===== src/rtl/negate_serial_pkg.sv =====
// rtl/negate_serial_pkg.sv - shared word width and FSM encodings for the serial negate ALU
package negate_serial_pkg;

  localparam int WORD_W = 32;

  localparam logic [1:0] ST_IDLE = 2'd0;
  localparam logic [1:0] ST_RUN  = 2'd1;
  localparam logic [1:0] ST_DONE = 2'd2;

endpackage


===== src/rtl/nibble_neg_slice.sv =====
// rtl/nibble_neg_slice.sv - one nibble of ~x + cin with carry-out
module nibble_neg_slice #(
  parameter int NIBBLE_W = 4
) (
  input  logic [NIBBLE_W-1:0] x,
  input  logic                cin,
  output logic [NIBBLE_W-1:0] y,
  output logic                cout
);

  // Complement the nibble and add the carry from the nibble below.
  always_comb begin
    {cout, y} = {1'b0, ~x} + {{NIBBLE_W{1'b0}}, cin};
  end

endmodule


===== src/rtl/negate_serial.sv =====
// rtl/negate_serial.sv - nibble-serial bitwise/two's-complement negate of a 32-bit operand
module negate_serial
  import negate_serial_pkg::*;
#(
  parameter int NIBBLE_W = 4
) (
  input  logic              clock,
  input  logic              reset_n,
  input  logic              ctrl_start,
  input  logic              ctrl_twos,
  input  logic [WORD_W-1:0] data_operandA,
  output logic [WORD_W-1:0] data_result,
  output logic              data_busy,
  output logic              data_resultRDY,
  output logic              data_exception
);

  localparam int NSTEP = WORD_W / NIBBLE_W;
  localparam int CNT_W = (NSTEP > 1) ? $clog2(NSTEP) : 1;

  logic [1:0]          state;
  logic [WORD_W-1:0]   opa;
  logic                twos;
  logic                carry;
  logic [CNT_W-1:0]    cnt;
  logic [NIBBLE_W-1:0] nib_in;
  logic [NIBBLE_W-1:0] nib_out;
  logic                nib_cout;
  logic                last;

  // Select the operand nibble currently being processed.
  always_comb begin
    nib_in = opa[int'(cnt) * NIBBLE_W +: NIBBLE_W];
    last   = (cnt == CNT_W'(NSTEP - 1));
  end

  // A single slice is reused every RUN cycle; the carry ripples through a register.
  nibble_neg_slice #(
    .NIBBLE_W (NIBBLE_W)
  ) u_slice (
    .x    (nib_in),
    .cin  (carry),
    .y    (nib_out),
    .cout (nib_cout)
  );

  // Control FSM and datapath registers; the top-nibble carry-out is simply dropped.
  always_ff @(posedge clock or negedge reset_n) begin
    if (!reset_n) begin
      state          <= ST_IDLE;
      opa            <= '0;
      twos           <= 1'b0;
      carry          <= 1'b0;
      cnt            <= '0;
      data_result    <= '0;
      data_exception <= 1'b0;
    end else begin
      case (state)
        ST_IDLE: begin
          if (ctrl_start) begin
            opa            <= data_operandA;
            twos           <= ctrl_twos;
            carry          <= ctrl_twos;
            cnt            <= '0;
            data_result    <= '0;
            data_exception <= 1'b0;
            state          <= ST_RUN;
          end
        end
        ST_RUN: begin
          data_result[int'(cnt) * NIBBLE_W +: NIBBLE_W] <= nib_out;
          carry <= nib_cout;
          if (last) begin
            cnt <= '0;
            // Negating a negative value only yields a negative result for the minimum value.
            data_exception <= twos & nib_in[NIBBLE_W-1] & nib_out[NIBBLE_W-1];
            state <= ST_DONE;
          end else begin
            cnt <= cnt + 1'b1;
          end
        end
        ST_DONE: begin
          state <= ST_IDLE;
        end
        default: begin
          state <= ST_IDLE;
        end
      endcase
    end
  end

  // Status outputs decode directly from the registered state.
  always_comb begin
    data_busy      = (state == ST_RUN) || (state == ST_DONE);
    data_resultRDY = (state == ST_DONE);
  end

endmodule


===== config.mk =====
export PLATFORM = sky130hd
export DESIGN_NAME = negate_serial
export DESIGN_NICKNAME = d
export VERILOG_FILES = /design/src/rtl/negate_serial_pkg.sv /design/src/rtl/nibble_neg_slice.sv /design/src/rtl/negate_serial.sv
export SDC_FILE = /design/constraint.sdc
export NUM_CORES = 1
export LEC_CHECK = 0
export ABC_AREA = 1
export ABC_CLOCK_PERIOD_IN_PS = 5210
export BUFFER_PORTS_ARGS = -buffer_cell sky130_fd_sc_hd__buf_2
export CORE_MARGIN = 3
export CORE_UTILIZATION = 61
export CTS_BUF_LIST = sky130_fd_sc_hd__clkbuf_2
export DETAILED_ROUTE_END_ITERATION = 7
export PLACE_DENSITY = 0.87
export REMOVE_ABC_BUFFERS = 1
export SYNTH_ARGS = -nofsm -noshare
export SYNTH_HDL_FRONTEND = slang
export SYNTH_SLANG_ARGS = --single-unit

===== constraint.sdc =====
create_clock -name clock -period 5.21 [get_ports clock]
set_input_delay 1.042 -clock clock [delete_from_list [all_inputs] [get_ports clock]]
set_output_delay 1.042 -clock clock [all_outputs]
set_load 0.03 [all_outputs]

Word level (Yosys, flattened, before mapping)
Index checks and enable logic that the tools add are counted.
{ "word_totals": {"ff_bits": 72, "latchBits": 0, "ram_bits": 0, "rom_bits": 0, "input_bits": 36, "out_inout_bits": 35, "elab_cells": 42, "mem_count": 0} }
{ "op_classes": {"addsub": 3, "mul": 0, "div": 0, "n_lt_le_gt_ge": 0, "n_eq_ne": 5, "n_shift": 3, "muxes": 14, "bitwise_logic": 3, "reduce_logical": 7} }
{ "ops": {"columns": ["cell", "count"], "rows": [
  ["32-bit one-hot mux with 2 select lines", 1],
  ["5-bit negation with 33-bit output", 1],
  ["4-bit by 33-bit variable shift with 32-bit output (first input constant)", 1],
  ["4-bit by 33-bit indexed part select with 32-bit output", 1],
  ["32-bit bitwise mux", 1],
  ["32-bit 2-to-1 mux", 1],
  ["32-bit by 6-bit indexed part select with 4-bit output", 1],
  ["3-bit 2-to-1 mux", 2],
  ["3-bit one-hot mux with 2 select lines", 1],
  ["2-bit AND reduction", 3],
  ["4-bit by 1-bit adder with 5-bit output", 1],
  ["2-bit 2-to-1 mux", 2],
  ["2-bit inequality test (second input constant)", 2],
  ["4-bit NOT", 1],
  ["1-bit one-hot mux with 2 select lines", 2],
  ["2-bit one-hot mux with 2 select lines", 1],
  ["3-bit by 1-bit adder with 3-bit output (second input constant)", 1],
  ["3-bit equality test (second input constant)", 1],
  ["1-bit 2-to-1 mux", 3],
  ["3-bit AND reduction", 1],
  ["1-bit bitwise AND", 2],
  ["2-bit by 1-bit equality test with 1-bit output (second input constant)", 1],
  ["2-bit equality test (second input constant)", 1],
  ["2-bit logical NOT", 1],
  ["2 further kinds", 2]
]} }

Depth between registers and ports, before layout
{ "logic_depth": {"ltp_word": 6, "depth_mapped": 15, "mapped_depth_nobuf": 13} }

Modules after synthesis
From an unflattened synthesis, not the netlist that was laid out.
{ "hier_totals": {"hier_cells": 449, "hier_area_um2": 3618.5} }
{ "by_module_without_submodules": {"columns": ["mod", "instances", "cells_each", "area_per_inst_um2", "seq_area_each_um2"], "rows": [
  ["negate_serial", 1, 436, 3543.4, 1801.7],
  ["nibble_neg_slice", 1, 13, 75.1, 0.0]
]} }

Worst setup path after synthesis
OpenSTA, ideal clock, no wires.
{ "synth_timing": {"path_kind": "register to register", "start": "reg cnt[0]", "end": "reg data_result[17]", "setup_ns": 0.122, "arrival_ns": 2.145, "required_time_ns": 5.088, "path_slack_ns": 2.944, "stages_incl_launch_ff": 10, "n_path_buf": 2, "synth_period_minus_slack_ns": 2.266, "path_cell_list": "dfrtp_1 -> inv_2 -> buf_6 -> buf_2 -> ha_1 -> ha_1 -> inv_2 -> nor3_2 -> o21ai_1 -> a32o_1"} }
{ "synth_via": {"elab_chain_cells": 6, "elab_cells_between_ends": 8, "cone_classes": "add/sub: 2; shift: 3; mux: 2; bitwise: 1"} }
{ "synth_lines": {"columns": ["element", "line", "source"], "rows": [
  ["start: declaration", "negate_serial.sv:25", "logic [CNT_W-1:0] cnt;"],
  ["start signal: assignment", "negate_serial.sv:79", "cnt <= cnt + 1'b1;"],
  ["32-bit by 6-bit indexed part select with 4-bit output", "negate_serial.sv:33", "nib_in = opa[int'(cnt) * NIBBLE_W +: NIBBLE_W];"],
  ["4-bit NOT", "nibble_neg_slice.sv:13", "{cout, y} = {1'b0, ~x} + {{NIBBLE_W{1'b0}}, cin};"],
  ["4-bit by 1-bit adder with 5-bit output", "nibble_neg_slice.sv:13", null],
  ["4-bit by 33-bit indexed part select with 32-bit output", "negate_serial.sv:71", "data_result[int'(cnt) * NIBBLE_W +: NIBBLE_W] <= nib_out;"],
  ["32-bit bitwise mux (*)", "negate_serial.sv:71", null],
  ["32-bit one-hot mux with 2 select lines (*)", "negate_serial.sv:58", "case (state)"],
  ["end signal: indexed assignment", "negate_serial.sv:71", null],
  ["end: declaration", "negate_serial.sv:12", "output logic [WORD_W-1:0] data_result,"]
]} }
Mark *: on every way between the ends. The rest lies on a longest branch, timed or not.
A chain may end at the register's enable or synchronous reset.

Final worst setup path
Ends and elaborated chain as after synthesis.

==> impl_metrics.json <==
{
  "synth.distinct_cells": 35,
  "flow.area_growth_from_synthesis_pct": 13.3,
  "r2r-end": "data_result[17]$_DFFE_PN0P_",
  "r2r_slack_ns": 2.15,
  "cp_top_family": "flip-flops",
  "powerDensity_mw_per_mm2": 551,
  "cts-resized-gates": 0,
  "seqPwrFrac_pct": 35.7,
  "detailedPlace.worstSlack_ns": 2.23,
  "slowest_stage": "dfrtp_1",
  "rsz0062_at_grt": "no",
  "clk_pin_slew_ns": 0.19,
  "r2r_cells": 7,
  "tightest_slew_ns": 0.724,
  "cts_setup_buffers": 0,
  "ctsRootBufferMaster": "clkbuf_2",
  "synthArstFlopShare_pct": 100,
  "max_slew_margin_pct": 51.6,
  "max_cap_violations": 0,
  "synth_edf_count": 0,
  "combinationalPowerShare_pct": 51.1,
  "hp-class": "in -> async",
  "power.internal_mw": 1.14,
  "synthCells": 435,
  "synth_area_leaders": "dfrtp_1 50%, nand2_1 15%, nand3_1 5.0%",
  "die_x_um": 82.6,
  "h-tree-depth": 3,
  "fin_crit_sh_pct": 58.7,
  "grt_overflow": 0,
  "drtIter0Drc": 282,
  "cts.sinks": 72,
  "critical_path_required_ns": 5.61,
  "critPathCaptureType": "register",
  "antenna_found_initial": 0,
  "initial_core_util_pct": 63.8,
  "ys_seq_elements": 72,
  "leakage_nw": 2.17,
  "vias": 3170,
  "gp_congestion": 0.957,
  "grt.total_usage_pct": 26.4,
  "period_minus_slack_ns": 3.06,
  "die_height_um": 82.6,
  "timing.final.hold_violations": 0,
  "wirelength_mm": 8.30,
  "finClkSkew_ns": 0.0166,
  "place_hpwl_mm": 6.26,
  "crit_buf_inv": 2,
  "die_area_sq_mm": 0.00682,
  "fin_util_pct": 72.3,
  "ir_drop_v": 0.000478,
  "avgSynthCellArea_sq_um": 8.23,
  "sw_frac_of_total_pct": 49.1,
  "synth_top_cell_area_share_pct": 50.3,
  "ys_warn_count": 0,
  "firstDrtPassIters": 5,
  "cp.arrival_ns": 3.46,
  "worstSetupPathType": "reg -> reg",
  "yosysTopAreaCell": "dfrtp_1",
  "cts.path.max_buffers": 2,
  "grt_first_pass_wirelength_mm": 13.7,
  "critPathMaxFanout": 26,
  "cp-startpoint": "cnt[0]$_DFFE_PN0P_",
  "layout_setup_ws_ns": 2.15,
  "path_cells": "inv_2, ha_1, ha_1, inv_2, nor3_2, o21ai_1, a32o_1",
  "core_sq_mm": 0.00561,
  "syn_area_sq_mm": 0.00358,
  "rows": 27,
  "antenna_cells": 0,
  "ctsHoldBuffers": 0,
  "yosys_most_used_dff": "dfrtp_1",
  "p_switching_mw": 1.10,
  "power_mw": 2.24,
  "status": "finished, final reports clean",
  "avgRoutedWirePerCell_um": 14.3,
  "insertion_delay_ns": 0.50,
  "port_buffers": 70,
  "worst_path_largest_cell_delay_ns": 0.83,
  "drc_errors": 0,
  "fmaxAchievable_mhz": 327,
  "ant_nets": 0,
  "synth_common_cells": "140 x nand2_1, 72 x dfrtp_1, 36 x nand3_1, 36 x o21ai_0, 35 x inv_1",
  "yosysMostFrequentCell": "nand2_1",
  "slew_viol_final": 0,
  "ios": 71,
  "drive_above_1_share_pct": 24.0,
  "clockPowerShare_pct": 13.2,
  "cp-start-kind": "register",
  "setup_viol_count_final": 0,
  "fin_setup_tns_ns": 0,
  "cts_tree": "built",
  "r2r_start": "cnt[0]$_DFFE_PN0P_",
  "yosysSeqAreaShare_pct": 50.3,
  "viasPerCell": 5.46,
  "numCtsBuffers": 9,
  "grt_max_degree": 56,
  "grt_pass1_vias": 3043,
  "fin_nets": 549
}
cell usage in the layout (no fill, tap or decap), drive strengths merged:
| master | instances |
|---|---|
| a21oi | 2 |
| a22o | 1 |
| a32o | 1 |
| buf | 71 |
| bufinv | 1 |
| clkbuf | 10 |
| clkinv | 5 |
| dfrtp | 72 |
| ha | 9 |
| inv | 51 |
| nand2 | 146 |
| nand3 | 38 |
| nand4 | 5 |
| nor2 | 26 |
| nor3 | 10 |
| nor4 | 1 |
| o21ai | 54 |
| o221ai | 1 |
| o22ai | 3 |
| o32ai | 1 |
| or2 | 1 |
registers in the layout (all words and copies together), names as in the netlist:
name            cells
cnt                 3
data_exception      1
data_result        32
opa                32
state               2
carry               1
twos                1
how the worst max path moves through the flow:
stage / end / cells past startpoint
after floorplan: data_result[17]$_DFFE_PN0P_ / 7
after global placement: data_result[17]$_DFFE_PN0P_ / 7
after detailed placement: data_result[17]$_DFFE_PN0P_ / 7
after CTS: data_result[17]$_DFFE_PN0P_ / 7
after global routing: data_result[6]$_DFFE_PN0P_ / 11
final: data_result[17]$_DFFE_PN0P_ / 7
metal layers:
metal	part of all wire [%]	up-vias	GRT usage (%)
li1	-	1536	-
met4	3.2	0	14.2
met1	43	1496	33.2
met2	48	110	43.0
met5	0	-	0
met3	5.5	28	4.77
metrics by stage:
step                hold WS [ns]  instances  cell area [sq um]
detailed placement         0.461        565               3960
finish                     0.486        581               4060
CTS                        0.488        581               4060
floorplan                  0.444        422               3510
global route               0.502        581               4060
global placement           0.459        565               3960
power groups by stage:
stage               sequential [mW]  combinational (mW)  clock (mW)
finish                        0.798                1.14       0.295
CTS                           0.798                1.13       0.296
global placement              0.805                1.06           0
floorplan                     0.806               0.841           0
detailed placement            0.811                1.12           0
global route                  0.819                1.28       0.319
kinds of logic (layout without fill, tap and decap cells):
| family | Yosys count | in the layout | synth area share [%] |
|---|---|---|---|
| AOI/OAI and AO/OA | 63 | 63 | 9.68 |
| DFF | 72 | 72 | 50.3 |
| and+or+nand+nor | 227 | 227 | 29.4 |
| adders and majority gates | 9 | 9 | 3.15 |
| buffers and inverters | 64 | 138 | 7.45 |
cell type report:
class	instances	area, sq um
sequential	72	1800
tap	72	90.1
timing repair buffer	71	358
multi-input combinational	299	1510
clock buffer	10	50.0
clock inverter	6	50.0
inverter	51	194
fill	466	1550
Power figures use the tool's default switching activity.
